File: config.mk
export PLATFORM = sky130hd
export DESIGN_NAME = mbscore_mem_arbiter
export DESIGN_NICKNAME = d
export VERILOG_FILES = /design/src/rtl/mbscore_mem_arbiter.sv
export SDC_FILE = /design/constraint.sdc
export NUM_CORES = 1
export LEC_CHECK = 0
export BUFFER_PORTS_ARGS = -buffer_cell sky130_fd_sc_hd__buf_2
export CAP_MARGIN = 20
export CORE_AREA = 4 4 143 145
export CTS_CLUSTER_DIAMETER = 40
export CTS_CLUSTER_SIZE = 24
export DETAILED_ROUTE_END_ITERATION = 6
export DIE_AREA = 0 0 147 149
export SYNTH_ARGS = -nofsm -noshare
export SYNTH_HDL_FRONTEND = slang
export SYNTH_SLANG_ARGS = --single-unit
File: constraint.sdc
create_clock -name clk -period 4 [get_ports clk]
set_input_delay 0.4 -clock clk [delete_from_list [all_inputs] [get_ports clk]]
set_output_delay 0.4 -clock clk [all_outputs]
set_load 0.01 [all_outputs]
File: src/rtl/mbscore_mem_arbiter.sv
// Two-requester (instruction fetch / data memory) arbiter for the single MBScore memory port.
// Optional performance counters are enabled by defining MBSCORE_ARB_PERF_CNT_EN.
module mbscore_mem_arbiter #(
    parameter int DATA_WIDTH = 32,
    parameter int STARVE_MAX = 4
) (
    input  logic                  clk,
    input  logic                  rst,
    input  logic                  if_req,
    input  logic [DATA_WIDTH-1:0] if_addr,
    output logic                  if_gnt,
    output logic                  if_done,
    output logic [DATA_WIDTH-1:0] if_rdata,
    input  logic                  dm_req,
    input  logic                  dm_we,
    input  logic [DATA_WIDTH-1:0] dm_addr,
    input  logic [DATA_WIDTH-1:0] dm_wdata,
    input  logic [3:0]            dm_be,
    output logic                  dm_gnt,
    output logic                  dm_done,
    output logic [DATA_WIDTH-1:0] dm_rdata,
    output logic                  mem_req,
    output logic                  mem_we,
    output logic [DATA_WIDTH-1:0] mem_addr,
    output logic [DATA_WIDTH-1:0] mem_wdata,
    output logic [3:0]            mem_be,
    input  logic                  mem_ack,
    input  logic [DATA_WIDTH-1:0] mem_rdata,
    output logic                  busy
`ifdef MBSCORE_ARB_PERF_CNT_EN
    ,
    output logic [31:0]           perf_wait_cnt,
    output logic [15:0]           perf_force_cnt
`endif
);

    typedef enum logic [1:0] {
        ST_IDLE    = 2'd0,
        ST_IF_BUSY = 2'd1,
        ST_DM_BUSY = 2'd2
    } state_t;

    state_t                r_state;
    state_t                w_state_next;
    logic                  w_if_sel;
    logic                  w_dm_sel;
    logic                  w_starved;
    logic [3:0]            r_starve_cnt;

    logic                  r_mem_req;
    logic                  r_mem_we;
    logic [DATA_WIDTH-1:0] r_mem_addr;
    logic [DATA_WIDTH-1:0] r_mem_wdata;
    logic [3:0]            r_mem_be;
    logic                  r_busy;
    logic                  r_if_done;
    logic                  r_dm_done;
    logic [DATA_WIDTH-1:0] r_if_rdata;
    logic [DATA_WIDTH-1:0] r_dm_rdata;

    assign w_starved = (r_starve_cnt == 4'(STARVE_MAX));

    always_ff @(posedge clk or posedge rst) begin
        if (rst) begin
            r_state <= ST_IDLE;
        end else begin
            r_state <= w_state_next;
        end
    end

    // DM wins unless IF has been passed over STARVE_MAX times in a row
    always_comb begin
        w_state_next = r_state;
        w_if_sel     = 1'b0;
        w_dm_sel     = 1'b0;
        case (r_state)
            ST_IDLE: begin
                if (dm_req && !(if_req && w_starved)) begin
                    w_dm_sel     = 1'b1;
                    w_state_next = ST_DM_BUSY;
                end else if (if_req) begin
                    w_if_sel     = 1'b1;
                    w_state_next = ST_IF_BUSY;
                end
            end
            ST_IF_BUSY, ST_DM_BUSY: begin
                if (mem_ack) begin
                    w_state_next = ST_IDLE;
                end
            end
            default: begin
                w_state_next = ST_IDLE;
            end
        endcase
    end

    assign if_gnt = w_if_sel & ~rst;
    assign dm_gnt = w_dm_sel & ~rst;

    always_ff @(posedge clk or posedge rst) begin
        if (rst) begin
            r_mem_req   <= 1'b0;
            r_mem_we    <= 1'b0;
            r_mem_addr  <= '0;
            r_mem_wdata <= '0;
            r_mem_be    <= 4'h0;
            r_busy      <= 1'b0;
            r_if_done   <= 1'b0;
            r_dm_done   <= 1'b0;
            r_if_rdata  <= '0;
            r_dm_rdata  <= '0;
        end else begin
            r_if_done <= 1'b0;
            r_dm_done <= 1'b0;
            case (r_state)
                ST_IDLE: begin
                    if (w_dm_sel) begin
                        r_mem_req   <= 1'b1;
                        r_busy      <= 1'b1;
                        r_mem_we    <= dm_we;
                        r_mem_addr  <= dm_addr;
                        r_mem_wdata <= dm_wdata;
                        r_mem_be    <= dm_be;
                    end else if (w_if_sel) begin
                        r_mem_req   <= 1'b1;
                        r_busy      <= 1'b1;
                        r_mem_we    <= 1'b0;
                        r_mem_addr  <= if_addr;
                        r_mem_wdata <= '0;
                        r_mem_be    <= 4'hF;
                    end
                end
                ST_IF_BUSY: begin
                    if (mem_ack) begin
                        r_mem_req  <= 1'b0;
                        r_busy     <= 1'b0;
                        r_if_done  <= 1'b1;
                        r_if_rdata <= mem_rdata;
                    end
                end
                ST_DM_BUSY: begin
                    if (mem_ack) begin
                        r_mem_req <= 1'b0;
                        r_busy    <= 1'b0;
                        r_dm_done <= 1'b1;
                        if (!r_mem_we) begin
                            r_dm_rdata <= mem_rdata;
                        end
                    end
                end
                default: begin
                    r_mem_req <= 1'b0;
                    r_busy    <= 1'b0;
                end
            endcase
        end
    end

    // Counts consecutive DM wins while IF is waiting; only meaningful in IDLE
    always_ff @(posedge clk or posedge rst) begin
        if (rst) begin
            r_starve_cnt <= 4'd0;
        end else if (r_state == ST_IDLE) begin
            if (w_if_sel || !if_req) begin
                r_starve_cnt <= 4'd0;
            end else if (w_dm_sel && !w_starved) begin
                r_starve_cnt <= r_starve_cnt + 4'd1;
            end
        end
    end

`ifdef MBSCORE_ARB_PERF_CNT_EN
    logic [31:0] r_perf_wait_cnt;
    logic [15:0] r_perf_force_cnt;

    always_ff @(posedge clk or posedge rst) begin
        if (rst) begin
            r_perf_wait_cnt  <= 32'd0;
            r_perf_force_cnt <= 16'd0;
        end else begin
            if ((if_req || dm_req) && !(w_if_sel || w_dm_sel)) begin
                r_perf_wait_cnt <= r_perf_wait_cnt + 32'd1;
            end
            if (w_if_sel && dm_req && w_starved) begin
                r_perf_force_cnt <= r_perf_force_cnt + 16'd1;
            end
        end
    end

    assign perf_wait_cnt  = r_perf_wait_cnt;
    assign perf_force_cnt = r_perf_force_cnt;
`endif

    assign mem_req   = r_mem_req;
    assign mem_we    = r_mem_we;
    assign mem_addr  = r_mem_addr;
    assign mem_wdata = r_mem_wdata;
    assign mem_be    = r_mem_be;
    assign busy      = r_busy;
    assign if_done   = r_if_done;
    assign dm_done   = r_dm_done;
    assign if_rdata  = r_if_rdata;
    assign dm_rdata  = r_dm_rdata;

endmodule

==> results by group <==
Yosys
  – Synth cell count leaders: 142 x dfrtp_1, 64 x mux2_2, 35 x a22o_1
  – Net count after synthesis: 530
  – Synth Cell Area: 5670 um^2
  – Dominant cells by area after synthesis: dfrtp_1 63%, mux2_2 13%, o32a_1 5.6%
  – Post-synth top area share: 0.627
  – Flops & latches, synth: about 140
  – Yosys top cell by area: dfrtp_1
  – Most frequent cell after synthesis: dfrtp_1
  – Post-synthesis sequential area ratio: 0.627
  – Gate Count Post-Synth: between 300 and 400
  – Post-synth EDFFs: 0
  – Synth Flop Type: dfrtp_1
  – Total number of yosys warnings: 0
  – Asr flop ratio synth: 1.00
  – Syn Area/Cell: approximately 15 um^2
  – Yosys cell types: 33

Pwr
  – IR drop worst, VDD: between 0.3 and 0.4 mV
  – Pleak: about 0.0039 uW
  – Total power: around 6900 uW
  – PwrDens: between 800 and 900 nW/um^2

Detailed routing
  – Final WL: ~15 mm
  – Iter 0 DRT Violations: approximately 130
  – Final ANT Viol Nets: 0
  – # DRC: 0
  – WL per Instance: 16.5 um
  – TritonRoute pass-1 iters: 6
  – Vias per cell: about 4.6
  – Via count: about 4.3k

Timing
  – RSZ-0062 raised after global routing: false
  – Worst-margin pin slew: roughly 0.74 ns
  – Final hold violation count: 0
  – Max-slew violation count: 0
  – Period minus WS final: 2.90 ns
  – Setup WS post-layout: about 1.1 ns
  – Setup TNS: 0 ns
  – Slew headroom: 0.503
  – Final worst-path cycle share: 0.724
  – Clock Skew: between 0.01 and 0.015 ns
  – Setup Viol. Count Final: 0
  – Fmax: around 350 MHz

Clock network
  – Worst skew pair latency: between 0.4 and 0.5 ns
  – Post-CTS setup buffer count: 0
  – Clock buffer count from CTS: 17
  – CTS Root Cell: clkbuf_16
  – H-tree levels: 4
  – # hold bufs at CTS: 0
  – CTS resizes: 0
  – Max clock buf depth: 2
  – CTS tree: done
  – CTS sink count: between 100 and 150
  – Reg clk slew, reported paths: ~0.06 ns

Floorplanning
  – Die X: 147 um
  – I/O pin total: 277
  – Core area: slightly below 20,000 um^2
  – Die area: approximately 22,000 um^2
  – Die height: between 100 and 150 um
  – Cell Rows: 51
  – Initial Utilization: 0.295

Place
  – RePlAce Congestion: between 0.8 and 0.9
  – Pre-CTS WS: around 1.5 ns
  – Dpl hpwl: between 10 and 15 mm
  – PortBufs: between 200 and 300
  – Cell total after placement: 904

Layout
  – Share of cells above drive strength 1: 0.572
  – Nets: approximately 800
  – Diodes inserted: 0
  – Layout area overhead: 39.7%
  – Post-Layout Cell Count: about 940

Setup path
  – Critical path data required time: 3.60 ns
  – Critical Path Fanout Max: 26
  – Data arrival, critical path: roughly 2.5 ns
  – Worst r2r dst: mem_wdata[31]
  – Startpoint Class: flop
  – R2r worst-path depth: 6
  – FF-to-FF Start: r_starve_cnt[0]
  – Endpoint class of the critical path: output pin
  – Kind of critical path: flop to output pin
  – R2R setup slack: around 1.8 ns

Global route
  – Vias in the first global route: 4,776
  – Global route total overflow: 0
  – First-pass GRT wire length: ~25 mm
  – Total GRT Usage: 0.142
  – Largest net degree at the start of global routing: 112
  – Initial antenna violation count: 0

Hold path
  – Hold Path Class: input pin to asynchronous set/reset pin

Flow run
  – Max-Cap Viols: 0

Outcome
  – Status: finished, final reports clean
-- flip-flops by register name, summed over array words and instances, names as in the netlist, 2 cells and up --
register,cells
if_rdata,32
mem_addr,32
r_starve_cnt,4
mem_be,4
mem_wdata,32
dm_rdata,32
r_state,2
-- report_power, final --
part           internal, uW  switching [uW]
logic                  1330            1330
registers              2160             381
clock network          1130             609
-- worst max-delay path, cell delays in order (launching register included) --
cell     delay (ns)
dfrtp_1        0.40
inv_1          0.10
ha_1           0.17
and4b_1        0.49
buf_4          0.38
or2_1          0.32
nor2_1         0.09
buf_2          0.15
-- placed cells by master, fill, tap and decap left out, types with 2 or more instances in the layout --
master / count
buf_2: 276
dfrtp_1: 142
mux2_2: 64
a22o_1: 35
o21a_1: 33
o32a_1: 32
clkbuf_16: 17
inv_1: 7
buf_4: 7
o22a_1: 5
ha_1: 5
bufinv_16: 5
nor2_1: 4
a21oi_1: 3
nor2b_1: 3
inv_6: 3
nand2_1: 2
o21ai_2: 2
clkinvlp_4: 2
nand3_1: 2
o31ai_1: 2
clkbuf_1: 2
clkinv_4: 2
-- per-stage QoR --
| stage | util | area [um^2] | hold WS (ns) |
|---|---|---|---|
| final | 0.413 | 7920 | 0.130 |
| after global routing | 0.413 | 7920 | 0.170 |
| after CTS | 0.413 | 7920 | 0.139 |
| after detailed placement | 0.379 | 7270 | 0.477 |
| after global placement | 0.379 | 7270 | 0.469 |
| after floorplan | - | 5680 | 0.502 |
-- kinds of logic after synthesis --
kind of cell	share of synthesized area
AOI/OAI and AO/OA	0.174
muxes	0.129
adders and majority gates	0.0110
DFF	0.627
buffers and inverters	0.0395
and+or+nand+nor	0.0194
-- how the worst max path moves through the flow --
stage | cells after the start | slack (ns) | endpoint | startpoint
5_1_grt | 7 | 0.84 | dm_gnt | r_starve_cnt[0]
6_report | 7 | 1.10 | dm_gnt | r_starve_cnt[0]
3_3_place_gp | 7 | 1.62 | dm_gnt | r_starve_cnt[0]
2_1_floorplan | 1 | 1.82 | busy | rst
4_1_cts | 7 | 1.03 | dm_gnt | r_starve_cnt[0]
3_5_place_dp | 7 | 1.49 | dm_gnt | r_starve_cnt[0]
-- final cells by class --
| class | instances | area [um^2] |
|---|---|---|
| inverter | 8 | 33.8 |
| timing repair buffer | 284 | 1450 |
| sequential | 142 | 3550 |
| clock buffer | 20 | 447 |
| multi-input combinational | 205 | 1900 |
| clock inverter | 12 | 206 |
| fill | 1837 | 11300 |
| tap | 265 | 332 |
-- per-layer routing --
layer / up-vias / GRT usage / part of all wire
li1: 1988 / - / -
met1: 2141 / 0.178 / 0.42
met2: 199 / 0.231 / 0.49
met3: 14 / 0.0501 / 0.074
met4: 0 / 0.0471 / 0.013
met5: - / 0 / 0
(Power assumes the default switching activity.)
